**config.mk**
```make
export PLATFORM = sky130hd
export DESIGN_NAME = llr_word_packer_flat
export DESIGN_NICKNAME = d
export VERILOG_FILES = /design/src/rtl/llr_word_packer_if.sv /design/src/rtl/llr_word_packer.sv /design/src/flat_wrapper.sv
export SDC_FILE = /design/constraint.sdc
export NUM_CORES = 1
export LEC_CHECK = 0
export CORE_UTILIZATION = 45
export DETAILED_ROUTE_END_ITERATION = 8
export PLACE_DENSITY = 0.63
export SETUP_SLACK_MARGIN = 0.15
export SKIP_LAST_GASP = 1
export SLEW_MARGIN = 40
export SYNTH_ARGS = -nofsm -noshare
export SYNTH_HDL_FRONTEND = slang
export SYNTH_SLANG_ARGS = --single-unit
```
**constraint.sdc**
```tcl
create_clock -name clk -period 8.8 [get_ports clk]
set_input_delay 1.76 -clock clk [delete_from_list [all_inputs] [get_ports clk]]
set_output_delay 1.76 -clock clk [all_outputs]
set_load 0.02 [all_outputs]
```
**src/rtl/llr_word_packer_if.sv**
```systemverilog
// rtl/llr_word_packer_if.sv - packed-word output stream bundle for llr_word_packer
//
// Purpose: carries one packed LLR word plus framing flags from the packer to
//          its consumer. A word transfers on a cycle where oval & ordy.
// Signals:
//   odata - packed word, LLR k at bits [W*k+W-1 : W*k], unused bits zero
//   ocnt  - number of valid LLRs in odata
//   osof  - first word of a frame
//   olast - last word of a frame
//   oval  - word valid
//   ordy  - consumer ready
interface llr_word_packer_if;
    logic [31:0] odata;
    logic [2:0]  ocnt;
    logic        osof;
    logic        olast;
    logic        oval;
    logic        ordy;

    modport master (
        output odata,
        output ocnt,
        output osof,
        output olast,
        output oval,
        input  ordy
    );

    modport slave (
        input  odata,
        input  ocnt,
        input  osof,
        input  olast,
        input  oval,
        output ordy
    );
endinterface

```
**src/rtl/llr_word_packer.sv**
```systemverilog
// rtl/llr_word_packer.sv - packs serial soft-bit LLRs into framed 32-bit words
//
// Purpose: collects pLLR_PER_WORD LLRs into one word, frames words on
//          pFRAME_LLR-LLR boundaries and buffers them in an output FIFO
//          whose head is held in registers.
// Ports:
//   clk, rst      - clock, synchronous active-high reset
//   illr          - soft bit from the RX serializer
//   ival          - illr valid, no backpressure
//   isof          - first LLR of a frame (qualified by ival)
//   m_ax          - packed-word output stream (master side)
//   oovf          - sticky: a word was dropped on a full FIFO
//   ofrm_err      - sticky: a frame was cut short by an early isof
// Parameters assume pLLR_PER_WORD >= 2, pFRAME_LLR >= 2 and
// pLLR_W * pLLR_PER_WORD <= 32.
module llr_word_packer #(
    parameter int pLLR_W        = 5,
    parameter int pLLR_PER_WORD = 6,
    parameter int pFRAME_LLR    = 4800,
    parameter int pFIFO_DEPTH   = 16
) (
    input  logic                 clk,
    input  logic                 rst,
    input  logic [pLLR_W-1:0]    illr,
    input  logic                 ival,
    input  logic                 isof,
    llr_word_packer_if.master    m_ax,
    output logic                 oovf,
    output logic                 ofrm_err
);

    localparam int ACC_W = pLLR_W * pLLR_PER_WORD;
    localparam int FW    = $clog2(pLLR_PER_WORD + 1);
    localparam int CW    = $clog2(pFRAME_LLR + 1);
    localparam int AW    = (pFIFO_DEPTH > 1) ? $clog2(pFIFO_DEPTH) : 1;

    localparam logic [0:0]    WAIT_SOF  = 1'b0;
    localparam logic [0:0]    PACK      = 1'b1;
    localparam logic [FW-1:0] FILL_FULL = FW'(pLLR_PER_WORD);
    localparam logic [CW-1:0] FRAME_END = CW'(pFRAME_LLR);
    localparam logic [AW:0]   FIFO_FULL = (AW + 1)'(pFIFO_DEPTH);
    localparam logic [AW-1:0] PTR_LAST  = AW'(pFIFO_DEPTH - 1);

    typedef struct packed {
        logic [31:0] data;
        logic [2:0]  cnt;
        logic        sof;
        logic        last;
    } word_t;

    function automatic word_t make_word(logic [ACC_W-1:0] acc, logic [FW-1:0] fill,
                                        logic sof, logic last);
        word_t w;
        w.data            = '0;
        w.data[ACC_W-1:0] = acc;
        w.cnt             = 3'(fill);
        w.sof             = sof;
        w.last            = last;
        return w;
    endfunction

    function automatic logic [AW-1:0] ptr_inc(logic [AW-1:0] p);
        return (p == PTR_LAST) ? '0 : p + AW'(1);
    endfunction

    // ------------------------------------------------------------------
    // Packer
    // ------------------------------------------------------------------
    logic [0:0]       state_q, state_d;
    logic [ACC_W-1:0] acc_q, acc_d;
    logic [FW-1:0]    fill_q, fill_d;
    logic [CW-1:0]    frm_cnt_q, frm_cnt_d;
    logic             sof_pend_q, sof_pend_d;
    logic             frm_err_q, frm_err_d;
    logic             push_q, push_d;
    word_t            push_word_q, push_word_d;

    // Accumulator view after a possible frame (re)start, before the new LLR lands
    logic [ACC_W-1:0] acc_b;
    logic [FW-1:0]    fill_b;
    logic [CW-1:0]    cnt_b;
    logic             sof_b;
    logic             start;
    logic             accept;

    always_comb begin
        state_d     = state_q;
        acc_d       = acc_q;
        fill_d      = fill_q;
        frm_cnt_d   = frm_cnt_q;
        sof_pend_d  = sof_pend_q;
        frm_err_d   = frm_err_q;
        push_d      = 1'b0;
        push_word_d = push_word_q;

        start  = ival & isof;
        accept = ival & (isof | (state_q == PACK));

        acc_b  = acc_q;
        fill_b = fill_q;
        cnt_b  = frm_cnt_q;
        sof_b  = sof_pend_q;

        if (start) begin
            // Early restart: flush the pending partial word, if any, as the
            // truncated frame's last word. An empty accumulator means the
            // cut landed on a word boundary and nothing is reported.
            if ((state_q == PACK) && (fill_q != '0)) begin
                push_d      = 1'b1;
                push_word_d = make_word(acc_q, fill_q, sof_pend_q, 1'b1);
                frm_err_d   = 1'b1;
            end
            acc_b  = '0;
            fill_b = '0;
            cnt_b  = '0;
            sof_b  = 1'b1;
        end

        if (accept) begin
            acc_d = acc_b;
            for (int k = 0; k < pLLR_PER_WORD; k++) begin
                if (fill_b == FW'(k)) begin
                    acc_d[k*pLLR_W +: pLLR_W] = illr;
                end
            end
            fill_d     = fill_b + FW'(1);
            frm_cnt_d  = cnt_b + CW'(1);
            sof_pend_d = sof_b;
            state_d    = PACK;

            if ((fill_d == FILL_FULL) || (frm_cnt_d == FRAME_END)) begin
                push_d      = 1'b1;
                push_word_d = make_word(acc_d, fill_d, sof_b, frm_cnt_d == FRAME_END);
                acc_d       = '0;
                fill_d      = '0;
                sof_pend_d  = 1'b0;
                if (frm_cnt_d == FRAME_END) begin
                    frm_cnt_d = '0;
                    state_d   = WAIT_SOF;
                end
            end
        end
    end

    always_ff @(posedge clk) begin
        if (rst) begin
            state_q     <= WAIT_SOF;
            acc_q       <= '0;
            fill_q      <= '0;
            frm_cnt_q   <= '0;
            sof_pend_q  <= 1'b0;
            frm_err_q   <= 1'b0;
            push_q      <= 1'b0;
            push_word_q <= '0;
        end else begin
            state_q     <= state_d;
            acc_q       <= acc_d;
            fill_q      <= fill_d;
            frm_cnt_q   <= frm_cnt_d;
            sof_pend_q  <= sof_pend_d;
            frm_err_q   <= frm_err_d;
            push_q      <= push_d;
            push_word_q <= push_word_d;
        end
    end

    // ------------------------------------------------------------------
    // Output FIFO. fifo_cnt counts every stored word including the one
    // presented in head_q, so head_q always mirrors mem_q[rd_ptr_q].
    // ------------------------------------------------------------------
    word_t          mem_q [pFIFO_DEPTH];
    logic [AW-1:0]  wr_ptr_q, wr_ptr_d;
    logic [AW-1:0]  rd_ptr_q, rd_ptr_d;
    logic [AW:0]    fifo_cnt_q, fifo_cnt_d;
    logic           ovf_q, ovf_d;
    logic           head_vld_q, head_vld_d;
    word_t          head_q, head_d;
    logic           pop;
    logic           wr_en;

    always_comb begin
        pop   = head_vld_q & m_ax.ordy;
        // A full FIFO still accepts a word when the head leaves this cycle
        wr_en = push_q & ((fifo_cnt_q != FIFO_FULL) | pop);
        ovf_d = ovf_q | (push_q & ~wr_en);

        wr_ptr_d = wr_en ? ptr_inc(wr_ptr_q) : wr_ptr_q;
        rd_ptr_d = pop   ? ptr_inc(rd_ptr_q) : rd_ptr_q;

        case ({wr_en, pop})
            2'b10:   fifo_cnt_d = fifo_cnt_q + (AW + 1)'(1);
            2'b01:   fifo_cnt_d = fifo_cnt_q - (AW + 1)'(1);
            default: fifo_cnt_d = fifo_cnt_q;
        endcase

        head_vld_d = (fifo_cnt_d != '0);
        head_d     = '0;
        if (fifo_cnt_d != '0) begin
            // The next head is the word being written when it lands in the
            // slot the read pointer will point at (FIFO empty or draining).
            if (wr_en && (wr_ptr_q == rd_ptr_d)) begin
                head_d = push_word_q;
            end else begin
                head_d = mem_q[rd_ptr_d];
            end
        end
    end

    always_ff @(posedge clk) begin
        if (wr_en) begin
            mem_q[wr_ptr_q] <= push_word_q;
        end
    end

    always_ff @(posedge clk) begin
        if (rst) begin
            wr_ptr_q   <= '0;
            rd_ptr_q   <= '0;
            fifo_cnt_q <= '0;
            ovf_q      <= 1'b0;
            head_vld_q <= 1'b0;
            head_q     <= '0;
        end else begin
            wr_ptr_q   <= wr_ptr_d;
            rd_ptr_q   <= rd_ptr_d;
            fifo_cnt_q <= fifo_cnt_d;
            ovf_q      <= ovf_d;
            head_vld_q <= head_vld_d;
            head_q     <= head_d;
        end
    end

    assign m_ax.oval  = head_vld_q;
    assign m_ax.odata = head_q.data;
    assign m_ax.ocnt  = head_q.cnt;
    assign m_ax.osof  = head_q.sof;
    assign m_ax.olast = head_q.last;
    assign oovf       = ovf_q;
    assign ofrm_err   = frm_err_q;

endmodule

```
**src/flat_wrapper.sv**
```systemverilog
// flat-port wrapper written by rule: the top's interface ports become plain ports
module llr_word_packer_flat 
#(
    parameter int pLLR_W        = 5,
    parameter int pLLR_PER_WORD = 6,
    parameter int pFRAME_LLR    = 4800,
    parameter int pFIFO_DEPTH   = 16
)
  (clk, rst, illr, ival, isof, oovf, ofrm_err, m_ax_odata, m_ax_ocnt, m_ax_osof, m_ax_olast, m_ax_oval, m_ax_ordy);
  llr_word_packer_if m_ax_i ();
  input  logic clk;
  input  logic rst;
  input  logic [pLLR_W-1:0] illr;
  input  logic ival;
  input  logic isof;
  output logic oovf;
  output logic ofrm_err;
  output wire logic [$bits(m_ax_i.odata)-1:0] m_ax_odata;
  output wire logic [$bits(m_ax_i.ocnt)-1:0] m_ax_ocnt;
  output wire logic [$bits(m_ax_i.osof)-1:0] m_ax_osof;
  output wire logic [$bits(m_ax_i.olast)-1:0] m_ax_olast;
  output wire logic [$bits(m_ax_i.oval)-1:0] m_ax_oval;
  input wire logic [$bits(m_ax_i.ordy)-1:0] m_ax_ordy;
  assign m_ax_odata = m_ax_i.odata;
  assign m_ax_ocnt = m_ax_i.ocnt;
  assign m_ax_osof = m_ax_i.osof;
  assign m_ax_olast = m_ax_i.olast;
  assign m_ax_oval = m_ax_i.oval;
  assign m_ax_i.ordy = m_ax_ordy;
  llr_word_packer #(.pLLR_W(pLLR_W), .pLLR_PER_WORD(pLLR_PER_WORD), .pFRAME_LLR(pFRAME_LLR), .pFIFO_DEPTH(pFIFO_DEPTH)) u_core (.clk(clk), .rst(rst), .illr(illr), .ival(ival), .isof(isof), .m_ax(m_ax_i), .oovf(oovf), .ofrm_err(ofrm_err));
endmodule
```
; ---- Word-level counts from Yosys, hierarchy flattened
; Memory sizes are Yosys's and may differ from the RTL's. A register that Yosys moved wholly into a read port is not among the register bits.
; Index checks and enable logic that the tools add are counted.
[word_totals]
ff_bits = 102
mem_bits_rw = 592
in_bits = 10
output_inout_bits = 40
mem_count = 1
[op_classes]
add_sub_neg = 6
n_eq_ne = 12
n_mux = 31
n_bitwise = 10
n_reduce_logical = 7
[mem_list]
columns = name, depth, word_bits, read_ports, rd_clocked_by_memory_dff, wr, line
row1 = u_core.mem_q, 16, 37, 1, 1, 1, llr_word_packer.sv:171  ; word_t mem_q [pFIFO_DEPTH];
[ops]
columns = op, n
row1 = two-way mux 37 bit, 4
row2 = two-way mux 30 bit, 2
row3 = two-way mux 13 bit, 3
row4 = two-way mux 5 bit, 6
row5 = "adder 13 x 1 -> 13 bit, second input constant", 1
row6 = "equality test 13 bit, second input constant", 1
row7 = two-way mux 4 bit, 3
row8 = two-way mux 1 bit, 10
row9 = case mux 5 bit (2 select lines), 1
row10 = "equality test 3 bit, second input constant", 3
row11 = "adder 4 x 1 -> 4 bit, second input constant", 2
row12 = "equality test 4 bit, second input constant", 2
row13 = "equality test 3 x 2 -> 1 bit, second input constant", 2
row14 = two-way mux 3 bit, 2
row15 = "adder 5 x 1 -> 5 bit, second input constant", 1
row16 = bitwise AND 1 bit, 5
row17 = "!= test 5 bit, second input constant", 1
row18 = nonzero test 5 bit, 1
row19 = "subtractor 5 x 1 -> 5 bit, second input constant", 1
row20 = "adder 3 x 1 -> 3 bit, second input constant", 1
row21 = "equality test 3 x 1 -> 1 bit, second input constant", 1
row22 = zero test 3 bit, 1
row23 = bitwise OR 1 bit, 3
row24 = nonzero test 3 bit, 1
row25 = other kinds (7), 8

; ---- Longest topological paths before layout
; Gate-level depths: netlist of the first run.
[depth]
word_depth = 8
mapped_depth = 13
depth_no_buf = 10

; ---- Least setup slack after synthesis of the first run
; No wires, ideal clock.
[synth_path]
path_type = input port to flip-flop
startpoint = input port m_ax_ordy
endpoint = memory u_core.mem_q[3][0] (netlist name) (enable)
setup_time_ns = 0.477
arrival_time_ns = 5.364
path_slack_ns = 2.959
path_stages = 5
n_path_buf = 1
cell_sequence = buf_2 nand2_1 a31oi_1 nand2_1 nor3_1
[synth_via]
elab_chain_cells = 5
[synth_lines]
columns = item, line
row1 = "start, declared", flat_wrapper.sv:23  ; input wire logic [$bits(m_ax_i.ordy)-1:0] m_ax_ordy;
row2 = bitwise AND 1 bit, llr_word_packer.sv:182  ; pop = head_vld_q & m_ax.ordy;
row3 = bitwise OR 1 bit, llr_word_packer.sv:184  ; wr_en = push_q & ((fifo_cnt_q != FIFO_FULL) | pop);
row4 = bitwise AND 1 bit, llr_word_packer.sv:184
row5 = two-way mux 1 bit, llr_word_packer.sv:210  ; if (wr_en) begin
row6 = two-way mux 1 bit (implied by the code), llr_word_packer.sv:211  ; mem_q[wr_ptr_q] <= push_word_q;
row7 = "end, declared", llr_word_packer.sv:171
; Every way passes these cells.

; ---- Worst setup path in the final report of the first run
[layout_path]
startpoint = input port ival
endpoint = register u_core.push_word_q[26] (netlist name)
[layout_via]
elab_chain_cells = 7
word_cells_on_any_way = 15
classes_between = add/sub (2) / eq/ne (3) / mux (7) / bitwise (2) / reduce/logical (1)
[layout_lines]
columns = item, line
row1 = "start, declared", flat_wrapper.sv:14  ; input logic ival;
row2 = bitwise AND 1 bit, llr_word_packer.sv:96  ; start = ival & isof;
row3 = two-way mux 13 bit or two-way mux 3 bit (tied branches), llr_word_packer.sv:104  ; if (start) begin
row4 = adder 13 x 1 -> 13 bit or adder 3 x 1 -> 3 bit (tied branches), "llr_word_packer.sv:127, llr_word_packer.sv:126"
row5 = equality test 13 bit or equality test 3 bit (tied branches), llr_word_packer.sv:131  ; if ((fill_d == FILL_FULL) || (frm_cnt_d == FRAME_END)) begin
row6 = logical OR 1 bit, llr_word_packer.sv:131
row7 = two-way mux 37 bit, llr_word_packer.sv:131
row8 = two-way mux 37 bit *, llr_word_packer.sv:119  ; if (accept) begin
row9 = "end signal, assigned", llr_word_packer.sv:163  ; push_word_q <= push_word_d;
row10 = "end, declared", llr_word_packer.sv:76  ; word_t push_word_q, push_word_d;
; Every way passes the cells marked *; elsewhere a longest branch is shown, timed or not.
; A chain may end at the register's enable or synchronous reset.

==> impl_metrics.sql, run 1 <==
INSERT INTO impl_metrics (metric_group, metric, value, unit) VALUES
('critical_path', 'buffer_and_inverter_count_on_the_worst_path', '2', ''),
('final_layout', 'diodes', '0', ''),
('critical_path', 'worst-endpoint-required', '9.29', 'ns'),
('yosys', 'synth.lib_cells_used.distinct', '72', ''),
('critical_path', 'ff2ff_path_depth', '10', ''),
('die', 'die_width', '255.2', 'um'),
('sta', 'setup-violations-final', '0', ''),
('global_route', 'grt_antenna_before_repair', '2', ''),
('pwr', 'power_leakage', '10.09', 'nW'),
('yosys', 'yosys_register_bits', '731', ''),
('critical_path', 'startpoint_type', 'input port', ''),
('critical_path', 'cp_cell_sequence', 'clkdlybuf4s50_1 > nand2_1 > and2_1 > ha_1 > and4_4 > a21oi_1 > or4_4 > nor4_4 > a21o_1 > buf_4 > mux2_2', ''),
('critical_path', 'cpLargestDelayFamily', 'simple AND/OR/NAND/NOR gates', ''),
('critical_path', 'worst-path-max-fanout', '25', ''),
('placement', 'routabilityCongestion', '0.8292', ''),
('clock_network', 'tritoncts.num_buffers', '75', ''),
('critical_path', 'timing.critical_path.depth', '11', ''),
('die', 'design.portCount', '50', ''),
('yosys', 'syn_avg_cell_area', '16.99', 'sq um'),
('critical_path', 'worst_path_max_delay_cell', 'sky130_fd_sc_hd__nand2_1', ''),
('global_route', 'grt_start_max_net_pins', '88', ''),
('min_path', 'hp-start', 'u_core.ofrm_err$_SDFFE_PP0P_', ''),
('drt', 'via_count', '15940', ''),
('final_layout', 'nNetsFinal', '1775', ''),
('sta', 'final.period_utilization', '0.6357', ''),
('drt', 'dr_wl_cell', '25.75', 'um'),
('yosys', 'synth-seq-area-share', '0.7128', ''),
('min_path', 'min_delay_worst_endpoint', 'u_core.ofrm_err$_SDFFE_PP0P_', ''),
('drt', 'drt_antenna_net_count', '0', ''),
('drt', 'dr.max_layer_used', 'met4', ''),
('drt', 'wl_met2', '33560', 'um'),
('global_route', 'grt_first_pass_wirelength', '101700', 'um'),
('final_layout', 'drive_above_1_share', '0.1962', ''),
('drt', 'route.met3.wl', '4249', 'um'),
('sta', 'grt_setup_unrepaired', 'no', ''),
('drt', 'drt_pre_antenna_iters', '7', ''),
('clock_network', 'postCtsSetupBuffers', '0', ''),
('placement', 'pre_cts_slack', '2.628', 'ns'),
('clock_network', 'clk-insertion-delay-late', '0.62', 'ns'),
('final_layout', 'commonest_non_fill_non_tap_cell_in_the_layout', 'sky130_fd_sc_hd__edfxtp_1', ''),
('die', 'die_y', '255.2', 'um'),
('clock_network', 'cts_tree', 'yes', ''),
('pwr', 'vdd_drop_max', '0.1420', 'mV'),
('clock_network', 'cts-resized-gates', '0', ''),
('min_path', 'hold_path_class', 'register to register', ''),
('run_status', 'outcome', 'complete, no violations', ''),
('die', 'placement_rows', '92', ''),
('die', 'core_area', '0.06320', 'sq mm'),
('critical_path', 'worstReg2RegEnd', 'u_core.m_ax.odata[10]$_SDFF_PP0_', ''),
('flow_run', 'timing.max_cap.violations', '0', ''),
('critical_path', 'critPathArrivalTime', '6.08', 'ns'),
('sta', 'slew-limit-headroom', '0.4172', ''),
('clock_network', 'cts_htree_levels', '3', ''),
('placement', 'port_buffers', '49', ''),
('die', 'die_area', '0.06512', 'sq mm'),
('sta', 'worst_pin_slew', '0.8742', 'ns'),
('global_route', 'first_global_vias', '15900', ''),
('yosys', 'cell_area_after_technology_mapping', '0.02885', 'sq mm'),
('sta', 'totalNegativeSetupSlack', '0', 'ns'),
('yosys', 'asyncSetResetFlopFracSynth', '0', ''),
('critical_path', 'r2r_setup_slack', '4.77', 'ns'),
('yosys', 'syn-num-nets', '1724', ''),
('clock_network', 'clk_transition_reported_paths', '0.06', 'ns'),
('final_layout', 'final_non_filler_cell_area', '0.03278', 'sq mm'),
('placement', 'place_area', '0.03040', 'sq mm'),
('drt', 'routed_wirelength', '68380', 'um'),
('sta', 'fin_crit', '5.594', 'ns'),
('clock_network', 'cts_num_sinks', '731', ''),
('critical_path', 'slowest_delay', '0.62', 'ns'),
('final_layout', 'layout_common_cells', '592 x sky130_fd_sc_hd__edfxtp_1, 148 x sky130_fd_sc_hd__mux4_2, 139 x sky130_fd_sc_hd__dfxtp_1', ''),
('drt', 'drt-met1-wl', '29160', 'um');
[worst register-to-register path: stages, from the launching register on]
cell,delay [ns]
sky130_fd_sc_hd__dfxtp_1,0.46
sky130_fd_sc_hd__nand2_1,0.26
sky130_fd_sc_hd__nor2_1,0.39
sky130_fd_sc_hd__fa_1,0.51
sky130_fd_sc_hd__or3b_2,0.47
sky130_fd_sc_hd__a2111oi_0,0.54
sky130_fd_sc_hd__nor2_1,0.12
sky130_fd_sc_hd__o21ai_0,0.19
sky130_fd_sc_hd__a41o_2,0.21
sky130_fd_sc_hd__buf_4,0.54
sky130_fd_sc_hd__a211oi_1,0.19
[through the flow]
step | instances | util | total power [mW] | hold slack [ns]
2_1_floorplan | 1698 | - | 4.415 | 0.4465
3_3_place_gp | 2518 | 0.4805 | 4.664 | 0.4562
3_5_place_dp | 2518 | 0.4810 | 4.671 | 0.4679
4_1_cts | 2655 | 0.5185 | 7.728 | 0.4821
5_1_grt | 2655 | 0.5187 | 7.902 | 0.5080
6_report | 2655 | 0.5187 | 7.652 | 0.4797
[worst max-delay path by stage]
stage / startpoint / end / slack, ns
3_5_place_dp: ival / u_core.push_word_q[31]$_SDFF_PP0_ / 2.63
2_1_floorplan: m_ax_ordy / u_core.mem_q[3][0]$_DFFE_PP_ / 2.96
4_1_cts: ival / u_core.push_word_q[26]$_SDFF_PP0_ / 3.24
5_1_grt: ival / u_core.push_word_q[32]$_SDFF_PP0_ / 3.02
3_3_place_gp: ival / u_core.acc_q[17]$_SDFFE_PP0P_ / 2.75
6_report: ival / u_core.push_word_q[26]$_SDFF_PP0_ / 3.21
[Yosys cell counts, drive strengths merged, types with 3 or more instances]
library cell	number	area share
nor2	92	0.012
nor4	4	0.0014
and2	12	0.0026
clkbuf	64	0.0084
mux2i	12	0.0042
a31oi	3	0.00065
ha	15	0.0065
nand4	6	0.0013
o22ai	5	0.0011
nor3	60	0.010
nand3	15	0.0026
a21boi	40	0.010
dfxtp	139	0.096
mux4	148	0.12
a21oi	64	0.011
nand2b	6	0.0013
a22oi	15	0.0039
a22o	9	0.0027
or4	3	0.00091
a211oi	43	0.011
xor2	7	0.0021
mux2	30	0.012
o21ai	37	0.0065
nor2b	3	0.00065
a21o	3	0.00078
o211ai	5	0.0015
xnor2	11	0.0033
and3	4	0.00087
nand2	116	0.015
a2111oi	3	0.0011
a222oi	37	0.013
edfxtp	592	0.62
buf	46	0.0091
nand3b	4	0.0010
and4	6	0.0019
inv	9	0.0012
[cell families after synthesis]
family          synth area share
buf+inv                  0.01861
compound gates           0.07101
mux                       0.1314
flops                     0.7128
xor+xnor                0.005465
simple gates             0.05353
fa+ha+maj               0.007201
[area by class of cell]
class                           instances  area (sq um)
Clock inverter                         34         264.0
Inverter                                9         33.78
Timing Repair Buffer                   84         767.0
Multi-Input combinational cell        848          7993
Fill cell                            5059         30410
Clock buffer                          103          2106
Sequential cell                       731         20560
Tap cell                              846          1059
[sequential cells by signal, indices dropped and copies added, names as in the netlist]
signal	flops
u_core.push_q	1
u_core.m_ax.ocnt	3
u_core.state_q	1
u_core.m_ax.odata	32
u_core.wr_ptr_q	4
u_core.ofrm_err	1
u_core.acc_q	30
u_core.m_ax.oval	1
u_core.sof_pend_q	1
u_core.m_ax.osof	1
u_core.fifo_cnt_q	5
u_core.mem_q	592
u_core.fill_q	3
u_core.oovf	1
u_core.rd_ptr_q	4
u_core.m_ax.olast	1
u_core.push_word_q	37
u_core.frm_cnt_q	13
[metal layers]
layer	GRT usage	vias to the layer above
met3	0.03417	97
li1	-	6928
met5	0	-
met2	0.3489	559
met1	0.3010	8358
met4	0.05988	0
[power by group]
| group | internal (mW) | leakage, nW | switching [mW] |
|---|---|---|---|
| sequential | 3.75 | 6.45 | 0.0479 |
| combinational | 0.346 | 2.48 | 0.438 |
| clock | 1.77 | 1.16 | 1.31 |
Power figures use the tool's default switching activity.
==> inputs of run 2 (changes only) <==
==> constraint.sdc (replaced) <==
create_clock -name clk -period 5.5 [get_ports clk]
set_input_delay 1.1 -clock clk [delete_from_list [all_inputs] [get_ports clk]]
set_output_delay 1.1 -clock clk [all_outputs]
set_load 0.02 [all_outputs]
==> run 2 against run 1 <==
Net effect: critical path depth stayed put; combinational power up 120%; register-to-register slack got worse by 3.0 ns; sequential power is 61% higher; sequential cell count stayed put; clock power grew 64%; hold slack improved by 0.0051 ns; sequential share of layout area decreased by 0.72 points; die area unchanged; global-route usage is 0.18 points higher; highest routed layer unchanged; worst setup slack lost 2.1 ns; largest power group unchanged.
==> impl_metrics.sql, run 2 (same netlist as run 1, synthesis figures left out) <==
INSERT INTO impl_metrics (metric_group, metric, value, unit) VALUES
('critical_path', 'ff2ff_path_depth', '10', ''),
('sta', 'grt_setup_unrepaired', 'no', ''),
('die', 'die_area', '0.06512', 'sq mm'),
('final_layout', 'nNetsFinal', '1791', ''),
('global_route', 'grt_start_max_net_pins', '96', ''),
('drt', 'via_count', '16040', ''),
('sta', 'fmax', '0.2294', 'GHz'),
('sta', 'totalNegativeSetupSlack', '0', 'ns'),
('drt', 'post_drt_via_cell_ratio', '5.999', ''),
('clock_network', 'clk_transition_reported_paths', '0.06', 'ns'),
('clock_network', 'tritoncts.num_buffers', '76', ''),
('critical_path', 'cpLargestDelayFamily', 'simple AND/OR/NAND/NOR gates', ''),
('clock_network', 'cts_htree_levels', '3', ''),
('critical_path', 'timing.critical_path.to', 'u_core.m_ax.osof$_SDFF_PP0_', ''),
('critical_path', 'cp_cell_sequence', 'clkdlybuf4s50_1 > nand2_1 > nor2_1 > fa_1 > or3b_2 > a2111oi_0 > nor2_1 > o21ai_0 > a41o_2 > buf_12 > a211oi_1', ''),
('pwr', 'power_leakage', '10.39', 'nW'),
('die', 'starting_utilization_of_the_core_area', '0.4564', ''),
('pwr', 'vdd_drop_max', '0.2497', 'mV'),
('critical_path', 'timing.critical_path.depth', '11', ''),
('drt', 'detail_route.iter0.violations', '1534', ''),
('critical_path', 'worst-endpoint-required', '5.95', 'ns'),
('clock_network', 'cts.hold.buffers_added', '0', ''),
('pwr', 'p_sw_frac', '0.2364', ''),
('sta', 'fin_worst_skew', '0.02231', 'ns'),
('drt', 'drt_antenna_net_count', '0', ''),
('final_layout', 'max_ffs_per_register', '592', ''),
('global_route', 'globalRoute.totalOverflow', '0', ''),
('die', 'die_y', '255.2', 'um'),
('run_status', 'outcome', 'complete, no violations', ''),
('pwr', 'pwr_density_cell', '387.8', 'mW/mm^2'),
('sta', 'final.period_utilization', '0.7926', ''),
('die', 'placement_rows', '92', ''),
('global_route', 'globalRouteMet1Util', '0.2950', ''),
('clock_network', 'cts_num_sinks', '731', ''),
('min_path', 'hold_path_class', 'register to register', ''),
('pwr', 'net_switching_power_of_the_design', '3.040', 'mW'),
('critical_path', 'r2r-start', 'u_core.m_ax.oval$_SDFF_PP0_', ''),
('pwr', 'internal_power_consumption', '9.820', 'mW'),
('global_route', 'met3_capacity_usage_during_global_routing', '0.04078', ''),
('placement', 'hpwlAfterDp', '37160', 'um'),
('critical_path', 'worst_path_max_delay_cell', 'sky130_fd_sc_hd__clkdlybuf4s50_1', ''),
('global_route', 'grt_use_met2', '0.3572', ''),
('critical_path', 'buffer_and_inverter_count_on_the_worst_path', '2', ''),
('final_layout', 'nFillCells', '4971', ''),
('sta', 'fin_crit', '4.360', 'ns'),
('clock_network', 'clk-insertion-delay-late', '0.62', 'ns'),
('clock_network', 'cts_max_path_buffers', '3', ''),
('pwr', 'share_seq_of_total_power', '0.475', ''),
('sta', 'slew-limit-headroom', '0.4177', ''),
('die', 'core_area', '0.06320', 'sq mm'),
('critical_path', 'startpoint_type', 'input port', ''),
('sta', 'setup-violations-final', '0', ''),
('drt', 'drcViolationCount', '0', ''),
('drt', 'routed_wirelength', '69060', 'um'),
('final_layout', 'layoutNonFillerInstCount', '2673', ''),
('sta', 'finalHoldViolCount', '0', ''),
('critical_path', 'timing.critical_path.to_type', 'register', ''),
('critical_path', 'critical_path_class', 'input port to register', ''),
('critical_path', 'worst-path-max-fanout', '38', ''),
('critical_path', 'worstReg2RegEnd', 'u_core.m_ax.osof$_SDFF_PP0_', ''),
('flow_run', 'timing.max_cap.violations', '0', ''),
('final_layout', 'areaGrowthSynthToFinish', '14.97', '%'),
('global_route', 'gr-usage-all-layers', '0.2165', ''),
('final_layout', 'drive_above_1_share', '0.2091', ''),
('pwr', 'p_clk_frac', '0.393', ''),
('final_layout', 'diodes', '0', ''),
('final_layout', 'layout_common_cells', '592 x sky130_fd_sc_hd__edfxtp_1, 148 x sky130_fd_sc_hd__mux4_2, 138 x sky130_fd_sc_hd__dfxtp_1', ''),
('pwr', 'combPwrFrac', '0.132', ''),
('sta', 'finalMaxSlewViolations', '0', ''),
('drt', 'dr_wl_cell', '25.84', 'um'),
('critical_path', 'r2r_setup_slack', '1.77', 'ns'),
('clock_network', 'cts_tree', 'yes', ''),
('final_layout', 'regMostFlops', 'u_core.mem_q', ''),
('die', 'die_width', '255.2', 'um'),
('sta', 'worst_pin_slew', '0.8722', 'ns'),
('final_layout', 'commonest_non_fill_non_tap_cell_in_the_layout', 'sky130_fd_sc_hd__edfxtp_1', ''),
('placement', 'routabilityCongestion', '0.7945', ''),
('clock_network', 'cts-resized-gates', '0', ''),
('drt', 'drt_pre_antenna_iters', '7', ''),
('placement', 'dpl.cell_count', '2533', ''),
('critical_path', 'slowest_delay', '0.61', 'ns'),
('global_route', 'grt_antenna_before_repair', '0', ''),
('clock_network', 'root_buffer', 'sky130_fd_sc_hd__clkbuf_16', ''),
('global_route', 'first_global_vias', '16040', ''),
('critical_path', 'crit_top_cell', 'sky130_fd_sc_hd__nor2_1', ''),
('die', 'design.portCount', '50', ''),
('clock_network', 'postCtsSetupBuffers', '0', ''),
('critical_path', 'critical_path.startpoint', 'm_ax_ordy', ''),
('global_route', 'busiest_layer', 'met2', ''),
('critical_path', 'critPathArrivalTime', '4.81', 'ns'),
('placement', 'port_buffers', '49', ''),
('global_route', 'grt_first_pass_wirelength', '102700', 'um');
==> run 2: worst min-delay path by stage <==
stage                                  start                             to  cells after the start
6_report       u_core.acc_q[15]$_SDFFE_PP0P_  u_core.acc_q[15]$_SDFFE_PP0P_                      2
5_1_grt         u_core.ofrm_err$_SDFFE_PP0P_   u_core.ofrm_err$_SDFFE_PP0P_                      2
4_1_cts         u_core.ofrm_err$_SDFFE_PP0P_   u_core.ofrm_err$_SDFFE_PP0P_                      2
3_5_place_dp    u_core.ofrm_err$_SDFFE_PP0P_   u_core.ofrm_err$_SDFFE_PP0P_                      2
3_3_place_gp   u_core.acc_q[17]$_SDFFE_PP0P_  u_core.acc_q[17]$_SDFFE_PP0P_                      2
2_1_floorplan  u_core.acc_q[15]$_SDFFE_PP0P_  u_core.acc_q[15]$_SDFFE_PP0P_                      2
==> run 2: worst register-to-register path: cells and delay by family (launching register included) <==
family,cells,cell delay (ns)
and+or+nand+nor,4,1.22
AOI/OAI and AO/OA,4,1.08
adders and majority gates,1,0.54
DFF,1,0.48
buffers and inverters,1,0.27
==> run 2: metal layers <==
metal / vias to the layer above / share of wire
li1: 6975 / -
met2: 646 / 0.49
met5: - / 0
met3: 104 / 0.073
met1: 8311 / 0.41
met4: 0 / 0.020
==> run 2: metrics by stage <==
stage | total power, mW | utilization | hold slack (ns) | instance area [sq um] | worst slack, ns
floorplan | 7.064 | - | 0.4465 | 28850 | 0.3188
global placement | 7.958 | 0.4850 | 0.4576 | 30650 | 0.6452
detailed placement | 7.962 | 0.4856 | 0.4668 | 30690 | 0.5858
CTS | 12.99 | 0.5247 | 0.4853 | 33160 | 1.208
global route | 13.30 | 0.5248 | 0.5103 | 33160 | 0.8978
finish | 12.86 | 0.5248 | 0.4848 | 33160 | 1.140
==> run 2: area by class of cell <==
type | instances | area [sq um] | share of cell area
Tap cell | 846 | 1059 | 0.03192
Timing Repair Buffer | 99 | 1062 | 0.03203
Clock inverter | 41 | 359.1 | 0.01083
Multi-Input combinational cell | 848 | 7976 | 0.2405
Clock buffer | 99 | 2112 | 0.06369
Sequential cell | 731 | 20560 | 0.6200
Inverter | 9 | 33.78 | 0.001019
==> run 2: power groups by stage <==
stage               Clock [mW]  Combinational (mW)  Sequential, mW
finish                    5.05                1.70            6.11
global route              5.34                1.83            6.12
CTS                       5.14                1.73            6.12
detailed placement           0                1.73            6.23
global placement             0                1.72            6.24
floorplan                    0               0.821            6.24
==> inputs of run 3 (changes only) <==
--- a/config.mk
+++ b/config.mk
@@ -7,7 +7,7 @@
 export LEC_CHECK = 0
 export CORE_UTILIZATION = 45
 export DETAILED_ROUTE_END_ITERATION = 8
-export PLACE_DENSITY = 0.63
+export PLACE_DENSITY = 0.65
 export SETUP_SLACK_MARGIN = 0.15
 export SKIP_LAST_GASP = 1
 export SLEW_MARGIN = 40
==> constraint.sdc (replaced) <==
create_clock -name clk -period 3.93 [get_ports clk]
set_input_delay 0.786 -clock clk [delete_from_list [all_inputs] [get_ports clk]]
set_output_delay 0.786 -clock clk [all_outputs]
set_load 0.02 [all_outputs]
==> run 3 against run 2 <==
Net effect: sequential share of layout area is 1.0 points lower; critical path depth is 1 higher; wire length is 1.3% lower; first-iteration DRC count is 32% higher; via count is 1.0% higher; register-to-register slack worse by 0.99 ns; final area is 1.6% higher; sequential cell count stayed put; clock power is 43% higher; highest routed layer unchanged.
==> impl_metrics.sql, run 3 (same netlist as run 1, synthesis figures left out) <==
INSERT INTO impl_metrics (metric_group, metric, value, unit) VALUES
('global_route', 'globalRoute.totalOverflow', '0', ''),
('final_layout', 'regMostFlops', 'u_core.mem_q', ''),
('clock_network', 'clk-insertion-delay-late', '0.63', 'ns'),
('final_layout', 'nNetsFinal', '1836', ''),
('drt', 'via_count', '16200', ''),
('sta', 'grt_setup_unrepaired', 'no', ''),
('critical_path', 'worst-path-max-fanout', '23', ''),
('drt', 'dr_wl_cell', '25.06', 'um'),
('clock_network', 'cts-resized-gates', '0', ''),
('clock_network', 'cts_tree', 'yes', ''),
('placement', 'pre_cts_slack', '-0.04140', 'ns'),
('global_route', 'first_global_vias', '16440', ''),
('critical_path', 'critPathArrivalTime', '3.81', 'ns'),
('final_layout', 'layoutNonFillerInstCount', '2720', ''),
('critical_path', 'critical_path_class', 'input port to register', ''),
('final_layout', 'diodes', '0', ''),
('placement', 'hpwlAfterDp', '40730', 'um'),
('sta', 'slew-limit-headroom', '0.4355', ''),
('final_layout', 'max_ffs_per_register', '592', ''),
('critical_path', 'startpoint_type', 'input port', ''),
('drt', 'drt_antenna_net_count', '0', ''),
('drt', 'drt_pre_antenna_iters', '6', ''),
('sta', 'setup-violations-final', '0', ''),
('sta', 'fin_crit', '3.353', 'ns'),
('run_status', 'outcome', 'complete, no violations', ''),
('clock_network', 'root_buffer', 'sky130_fd_sc_hd__clkbuf_16', ''),
('global_route', 'grt_antenna_before_repair', '1', ''),
('pwr', 'power_leakage', '10.66', 'nW'),
('clock_network', 'cts_htree_levels', '3', ''),
('die', 'die_width', '255.2', 'um'),
('min_path', 'hold_path_class', 'register to register', ''),
('clock_network', 'cts_max_path_buffers', '3', ''),
('placement', 'dpl.cell_count', '2578', ''),
('sta', 'finalHoldViolCount', '0', ''),
('final_layout', 'final_non_filler_cell_area', '0.03371', 'sq mm'),
('sta', 'fmax', '0.2982', 'GHz'),
('die', 'core_area', '0.06320', 'sq mm'),
('final_layout', 'commonest_non_fill_non_tap_cell_in_the_layout', 'sky130_fd_sc_hd__edfxtp_1', ''),
('clock_network', 'cts_num_sinks', '731', ''),
('flow_run', 'timing.max_cap.violations', '0', ''),
('sta', 'final.period_utilization', '0.8532', ''),
('die', 'design.portCount', '50', ''),
('global_route', 'grt_first_pass_wirelength', '101800', 'um'),
('die', 'die_area', '0.06512', 'sq mm'),
('sta', 'totalNegativeSetupSlack', '0', 'ns'),
('sta', 'final.setup.worst_slack', '0.5770', 'ns'),
('die', 'starting_utilization_of_the_core_area', '0.4564', ''),
('critical_path', 'timing.critical_path.to_type', 'register', ''),
('sta', 'whs', '0.4801', 'ns'),
('placement', 'port_buffers', '49', ''),
('die', 'die_y', '255.2', 'um'),
('critical_path', 'worst-endpoint-required', '4.39', 'ns'),
('final_layout', 'areaGrowthSynthToFinish', '16.85', '%'),
('drt', 'routed_wirelength', '68180', 'um'),
('placement', 'routabilityCongestion', '0.8161', ''),
('drt', 'post_drt_via_cell_ratio', '5.956', ''),
('pwr', 'vdd_drop_max', '0.3145', 'mV'),
('final_layout', 'layout.core_utilization', '0.5334', ''),
('placement', 'place_area', '0.03117', 'sq mm'),
('die', 'placement_rows', '92', ''),
('drt', 'detail_route.iter0.violations', '2031', ''),
('pwr', 'pwr_density_cell', '544.3', 'mW/mm^2'),
('final_layout', 'drive_above_1_share', '0.2263', ''),
('sta', 'finalMaxSlewViolations', '0', ''),
('clock_network', 'tritoncts.num_buffers', '76', ''),
('sta', 'fin_worst_skew', '0.02496', 'ns'),
('final_layout', 'layout_common_cells', '592 x sky130_fd_sc_hd__edfxtp_1, 148 x sky130_fd_sc_hd__mux4_2, 138 x sky130_fd_sc_hd__dfxtp_1', ''),
('clock_network', 'cts.hold.buffers_added', '0', ''),
('clock_network', 'clk_transition_reported_paths', '0.06', 'ns'),
('global_route', 'grt_start_max_net_pins', '52', ''),
('clock_network', 'postCtsSetupBuffers', '0', ''),
('sta', 'worst_pin_slew', '0.8457', 'ns'),
('final_layout', 'nFillCells', '4938', ''),
('pwr', 'p_total', '18.35', 'mW'),
('drt', 'drcViolationCount', '0', ''),
('global_route', 'gr-usage-all-layers', '0.2141', '');
-- run 3: area by class of cell --
| type | instances | area, sq um | share of cell area |
|---|---|---|---|
| flip-flops and latches | 731 | 20560 | 0.6100 |
| multi-input cells | 848 | 7990 | 0.2371 |
| clock buffers | 100 | 2081 | 0.06173 |
| repair buffers | 144 | 1526 | 0.04529 |
| well taps | 846 | 1059 | 0.03140 |
| clock inverters | 42 | 455.4 | 0.01351 |
| inverters | 9 | 33.78 | 0.001002 |
-- run 3: layer usage --
metal | wire length [um] | GRT usage
met1 | 28640 | 0.2952
met2 | 33160 | 0.3524
met3 | 4980 | 0.03193
met4 | 1398 | 0.06553
met5 | 0 | 0
-- run 3: final timing paths --
path                                       from                         endpoint  slack (ns)  depth (start not counted)
hold reg to reg   u_core.acc_q[29]$_SDFFE_PP0P_    u_core.acc_q[29]$_SDFFE_PP0P_        0.48                          2
setup reg to reg       u_core.push_q$_SDFF_PP0_  u_core.m_ax.odata[5]$_SDFF_PP0_        0.78                         10
hold / removal    u_core.acc_q[29]$_SDFFE_PP0P_    u_core.acc_q[29]$_SDFFE_PP0P_        0.48                          2
setup / recovery                      m_ax_ordy  u_core.m_ax.odata[5]$_SDFF_PP0_        0.58                         12
-- run 3: worst max-delay path: stages --
cell and delay, ns:
sky130_fd_sc_hd__clkdlybuf4s50_1 0.48, sky130_fd_sc_hd__nand2_1 0.07, sky130_fd_sc_hd__nor2_1 0.17, sky130_fd_sc_hd__fa_1 0.46
sky130_fd_sc_hd__or3b_2 0.48, sky130_fd_sc_hd__a2111oi_0 0.38, sky130_fd_sc_hd__buf_4 0.19, sky130_fd_sc_hd__nor4_1 0.04
sky130_fd_sc_hd__o21ai_0 0.19, sky130_fd_sc_hd__a41o_2 0.28, sky130_fd_sc_hd__buf_12 0.20, sky130_fd_sc_hd__a211oi_1 0.07
-- run 3: where the power goes --
part,switching [mW],internal (mW)
logic,1.26,1.31
registers,0.136,8.42
clock network,2.99,4.23
